--- config.mk ---
export PLATFORM = sky130hd
export DESIGN_NAME = pixel_word_server
export DESIGN_NICKNAME = d
export VERILOG_FILES = /design/src/rtl/pixel_mem_pkg.sv /design/src/rtl/pixel_addr_gen.sv /design/src/rtl/pixel_word_server.sv
export SDC_FILE = /design/constraint.sdc
export NUM_CORES = 1
export LEC_CHECK = 0
export CORE_MARGIN = 2
export CORE_UTILIZATION = 45
export DETAILED_ROUTE_END_ITERATION = 10
export GPL_ROUTABILITY_DRIVEN = 0
export GPL_TIMING_DRIVEN = 0
export HOLD_SLACK_MARGIN = 0.05
export PLACE_DENSITY = 0.72
export SLEW_MARGIN = 30
export SYNTH_ARGS = -nofsm -noshare
export SYNTH_HDL_FRONTEND = slang
export SYNTH_HIERARCHICAL = 1
export SYNTH_SLANG_ARGS = --single-unit
--- constraint.sdc ---
create_clock -name clk -period 4.7 [get_ports clk]
set_clock_uncertainty 0.05 [all_clocks]
set_input_delay 0.94 -clock clk [delete_from_list [all_inputs] [get_ports clk]]
set_output_delay 0.94 -clock clk [all_outputs]
set_load 0.05 [all_outputs]
--- src/rtl/pixel_mem_pkg.sv ---
// Shared definitions for the packed binary image memory: geometry defaults,
// coordinate/address types, the x,y -> word address mapping and FSM states.
package pixel_mem_pkg;

  localparam int IMG_W_DFLT    = 640;
  localparam int IMG_H_DFLT    = 480;
  localparam int WORD_W_DFLT   = 8;
  localparam int ADDR_W_DFLT   = 16;
  localparam int WORDS_PER_ROW = IMG_W_DFLT / WORD_W_DFLT;
  localparam int WORD_SHIFT    = $clog2(WORD_W_DFLT);

  typedef logic [9:0]             coord_t;
  typedef logic [ADDR_W_DFLT-1:0] mem_addr_t;

  typedef enum logic [1:0] {
    IDLE = 2'd0,
    WAIT = 2'd1,
    FILL = 2'd2
  } state_t;

  // Word address of pixel (px,py) for the default geometry; shift plus a
  // constant multiply keeps this free of any divider.
  function automatic mem_addr_t pixel_addr(input coord_t px, input coord_t py);
    return mem_addr_t'(py) * mem_addr_t'(WORDS_PER_ROW) + mem_addr_t'(px >> WORD_SHIFT);
  endfunction

endpackage

--- src/rtl/pixel_addr_gen.sv ---
// Combinational pixel coordinate decoder: word address, bit within the word,
// and whether the coordinate lies inside the image.
module pixel_addr_gen
  import pixel_mem_pkg::*;
#(
  parameter int IMG_W  = IMG_W_DFLT,
  parameter int IMG_H  = IMG_H_DFLT,
  parameter int WORD_W = WORD_W_DFLT,
  parameter int ADDR_W = ADDR_W_DFLT
) (
  input  coord_t                     x,
  input  coord_t                     y,
  output logic [ADDR_W-1:0]          addr,
  output logic [$clog2(WORD_W)-1:0]  bit_idx,
  output logic                       in_range
);

  localparam int          SHIFT = $clog2(WORD_W);
  localparam int          WPR   = IMG_W / WORD_W;
  localparam logic [31:0] W_LIM = IMG_W;
  localparam logic [31:0] H_LIM = IMG_H;

  // Address = row * words-per-row + column word; bit = column mod word width.
  always_comb begin
    addr     = ADDR_W'(y) * ADDR_W'(WPR) + ADDR_W'(x >> SHIFT);
    bit_idx  = x[SHIFT-1:0];
    in_range = ({22'd0, x} < W_LIM) && ({22'd0, y} < H_LIM);
  end

endmodule

--- src/rtl/pixel_word_server.sv ---
// Answers x/y pixel requests from a blob scanner out of a one-word line
// buffer, fetching packed words from the synchronous image memory on a miss.
module pixel_word_server
  import pixel_mem_pkg::*;
#(
  parameter int IMG_W      = IMG_W_DFLT,
  parameter int IMG_H      = IMG_H_DFLT,
  parameter int WORD_W     = WORD_W_DFLT,
  parameter int ADDR_W     = ADDR_W_DFLT,
  parameter int RD_LATENCY = 1
) (
  input  logic              clk,
  input  logic              reset_n,
  input  coord_t            x,
  input  coord_t            y,
  output logic              pixel,
  output logic              ready,
  input  logic              invalidate,
  output logic [ADDR_W-1:0] rdaddress,
  input  logic [WORD_W-1:0] rdata,
  output logic [15:0]       miss_count
);

  localparam int         BIT_W = $clog2(WORD_W);
  localparam logic [1:0] LAT   = 2'(RD_LATENCY);

  state_t              state_q;
  logic                line_valid_q;
  logic                discard_q;
  logic [ADDR_W-1:0]   tag_q;
  logic [WORD_W-1:0]   line_q;
  logic [ADDR_W-1:0]   rdaddress_q;
  logic [1:0]          wait_cnt_q;
  logic [15:0]         miss_count_q;
  logic [15:0]         miss_count_d;

  logic [ADDR_W-1:0]   req_addr;
  logic [BIT_W-1:0]    req_bit;
  logic                req_in_range;
  logic                tag_match;
  logic                hit;
  logic                miss;

  pixel_addr_gen #(
    .IMG_W  (IMG_W),
    .IMG_H  (IMG_H),
    .WORD_W (WORD_W),
    .ADDR_W (ADDR_W)
  ) u_addr_gen (
    .x        (x),
    .y        (y),
    .addr     (req_addr),
    .bit_idx  (req_bit),
    .in_range (req_in_range)
  );

  // Hit/miss decode and the combinational ready/pixel response. An
  // invalidate in IDLE suppresses both the hit and a new fetch that cycle,
  // so the next request re-evaluates against the rewritten image.
  always_comb begin
    tag_match    = line_valid_q && (tag_q == req_addr);
    hit          = (state_q == IDLE) && req_in_range && tag_match && !invalidate;
    miss         = (state_q == IDLE) && req_in_range && !tag_match && !invalidate;
    ready        = hit || (!req_in_range && (state_q != FILL));
    pixel        = hit ? line_q[req_bit] : 1'b0;
    miss_count_d = (miss_count_q == 16'hFFFF) ? miss_count_q : miss_count_q + 16'd1;
  end

  // Fetch FSM: IDLE issues the read, WAIT covers the memory latency, FILL
  // captures the word; invalidates seen mid-fetch mark the fill as stale.
  always_ff @(posedge clk or negedge reset_n) begin
    if (!reset_n) begin
      state_q      <= IDLE;
      line_valid_q <= 1'b0;
      discard_q    <= 1'b0;
      tag_q        <= '0;
      line_q       <= '0;
      rdaddress_q  <= '0;
      wait_cnt_q   <= 2'd0;
      miss_count_q <= 16'd0;
    end else begin
      case (state_q)
        IDLE: begin
          if (invalidate) line_valid_q <= 1'b0;
          if (miss) begin
            rdaddress_q  <= req_addr;
            miss_count_q <= miss_count_d;
            wait_cnt_q   <= LAT;
            state_q      <= WAIT;
          end
        end
        WAIT: begin
          if (invalidate) discard_q <= 1'b1;
          wait_cnt_q <= wait_cnt_q - 2'd1;
          if (wait_cnt_q <= 2'd1) state_q <= FILL;
        end
        FILL: begin
          line_q       <= rdata;
          tag_q        <= rdaddress_q;
          line_valid_q <= !(discard_q || invalidate);
          discard_q    <= 1'b0;
          state_q      <= IDLE;
        end
        default: state_q <= IDLE;
      endcase
    end
  end

  assign rdaddress  = rdaddress_q;
  assign miss_count = miss_count_q;

endmodule

==> metrics <==
Buf+Inv Stages, Crit Path=2; RSZ-0062 raised after global routing=yes; initial antenna violation count=0; P&R area growth vs syn=34.8%; Final #Nets=463; Final min period=5.05 ns; Hold Violations, Final=0; FP Rows=33; Setup Crit Path Kind=input pin to output port; GRT Residual Overflow=0; Synth Register Bits=slightly above 60; total nets after synthesis=approximately 390; slowest cell on the critical path=fa_2; P per Cell Area=508 nW/µm²; highest metal layer with signal wires=met4; CORE AREA=roughly 8000 µm²; met2 routed WL=between 3000 and 4000 µm; PortBufs=57; failing checks=negative setup slack; Peak VDD IR=between 200 and 300 µV; worst hold path class=input pin to async pin; final worst path period share=1.07; drt via density=roughly 5.4; Seq/Total Area, Yosys=0.416; CTS sink count=62; pre-CTS WS=-1.79 ns; First DRT Iteration DRCs=approximately 120; Initial Util=0.459; crit end category=output port; final hold slack=0.406 ns; Fillers=654; crit start category=input pin; Routed Antenna Nets=0; clock buffer count from CTS=9; synthesized cell area=3730 µm²; CTS root buf=clkbuf_8; Slew @ Worst Pin=0.719 ns; Static Leak=2.06 nW; WL met3=about 400 µm; CP Max Fanout=5; via count=~2800; Main synth FF type=dfrtp_1; Final Slew Violations=0; Die W=approximately 95 µm; post-synth cell types=between 50 and 60; Async S/R FF share, synth=1.00; Metal-1 WL=between 3000 and 4000 µm; CP cell instances=buf_8 > ha_4 > ha_4 > fa_2 > nand2_2 > or2_4 > nor3_4 > nand4_1 > xnor2_2 > xnor2_1 > nand4_1 > or4b_4 > nor4_4 > buf_6; clk slew on worst S/H paths=approximately 0.070 ns; TritonCTS clock tree=done; number of global-route vias before repair=around 2800; Post-Syn Instances=~330; Die Y=about 95 µm; EDFF count, synth=0; layout cell share with drive strength beyond 1=0.316; Post-Syn Area per Cell=roughly 11 µm²; hpwl dp=roughly 5800 µm; Slew HR=0.514; worst setup margin=-0.352 ns; outcome=finished, violations left; Max Clock Freq=198 MHz; CP top delay family=simple AND/OR/NAND/NOR gates; die area=approximately 9000 µm²; number of top-level pins=65; Setup Viol. Count Final=2; first-pass GRT wire length=between 10000 and 15000 µm; WP data required=roughly 3.7 ns; H-tree depth=3; Clock Latency Late Sink=between 0.3 and 0.4 ns; pin count of the biggest net entering global routing=47; YS warnings=6; final WL=between 7000 and 8000 µm; n_diodes=0; crit path DAT=4.06 ns; drt pass-1 iters=4; Max-cap violations=0; Tot GR Track Use=0.187; DRC viols=0; CP max stage delay=approximately 0.54 ns; CTS Buffer Depth=2; Avg WL per Cell=15.0 µm
## timing repair
item,in CTS,in global routing
setup endpoints to repair,22,2
pin swaps,24,8
cloned,0,0
gates resized for setup,75,5
hold buffers,0,0
buffers inserted,9,0
## worst reg2reg max path, stage by stage (launching register included)
cell and delay (ns):
dfrtp_1 0.39, xnor2_1 0.22, nand4_1 0.14, or4b_4 0.58
buf_4 0.15, o21ai_2 0.15, buf_6 0.20, buf_12 0.15
mux2_4 0.30
## metal layers
layer / vias up / track usage
met5: - / 0
met4: 0 / 0.0713
met1: 1354 / 0.240
li1: 1354 / -
met2: 64 / 0.309
met3: 12 / 0.0403
## power breakdown
group	leakage, nW	total, W	internal, W	switching (W)
combinational	1.19	0.00116	0.000536	0.000627
clock	0.110	0.000513	0.000312	0.000201
sequential	0.765	0.000882	0.000733	0.000148
total	2.06	0.00256	0.00158	0.000976
## layout make-up
| class | count | area (µm²) | area share |
|---|---|---|---|
| timing repair buffer | 67 | 651 | 0.129 |
| multi-input combinational | 244 | 2340 | 0.465 |
| buffer | 13 | 100 | 0.0199 |
| inverter | 12 | 45.0 | 0.00895 |
| sequential | 62 | 1550 | 0.308 |
| clock inverter | 4 | 70.1 | 0.0139 |
| tap | 105 | 131 | 0.0261 |
| clock buffer | 12 | 145 | 0.0288 |
## path summary, 6_finish.rpt
check                           depth (start not counted)             end            from  slack [ns]
worst min register to register                          1  miss_count[12]  miss_count[12]        0.44
min in group clk                                        1  miss_count[12]  miss_count[12]        0.44
worst min-delay path                                    1       line_q[4]         reset_n        0.41
worst max register to register                          8    rdaddress[9]        tag_q[3]        2.25
max in group asynchronous                               2      state_q[1]         reset_n        3.70
worst max-delay path                                   14           pixel            y[3]       -0.35
## stage by stage
step           TNS [ns]  power (W)  area [µm²]   util  cells
6_report         -0.616    0.00256        5030  0.619    519
2_1_floorplan    -0.824    0.00166        3820      -    333
5_1_grt          -0.869    0.00270        5030  0.619    519
3_3_place_gp     -16.18    0.00197        4520  0.556    495
3_5_place_dp     -17.50    0.00200        4550  0.559    496
4_1_cts          -0.594    0.00257        5000  0.615    519
## flip-flops by register name, summed over array words and instances (netlist names)
register      cells
miss_count       16
tag_q            16
line_q            8
rdaddress        16
line_valid_q      1
state_q           2
wait_cnt_q        2
discard_q         1
## synth_stat cells (all sizes together) (9+ instances only)
master	instances	share of area
nand4	13	0.022
nand2	18	0.019
a21oi	11	0.018
inv	12	0.012
o21ai	9	0.014
buf	12	0.026
dfrtp	62	0.42
xnor2	35	0.082
mux2	43	0.14
nor2	13	0.013
ha	21	0.070
nand3	15	0.020
## layout by cell type (no fill, tap or decap), drive strengths merged, types with 4 or more instances in the layout
cell type	count
a21oi	11
and3	5
buf	31
clkbuf	13
clkdlybuf4s50	44
dfrtp	62
ha	21
inv	12
mux2	43
nand2	18
nand2b	5
nand3	15
nand4	13
nor2	13
nor3	4
nor3b	5
nor4	4
o21ai	9
xnor2	35
xor2	5
## kinds of logic (layout without fill, tap and decap cells)
group,count (synthesis),after routing,share of synthesized area
fa+ha+maj,23,23,0.0811
mux,46,46,0.151
simple gates,98,98,0.147
compound gates,37,37,0.0704
buf+inv,27,108,0.0409
xor+xnor,40,40,0.0938
flops,62,62,0.416
Power figures use the tool's default switching activity.
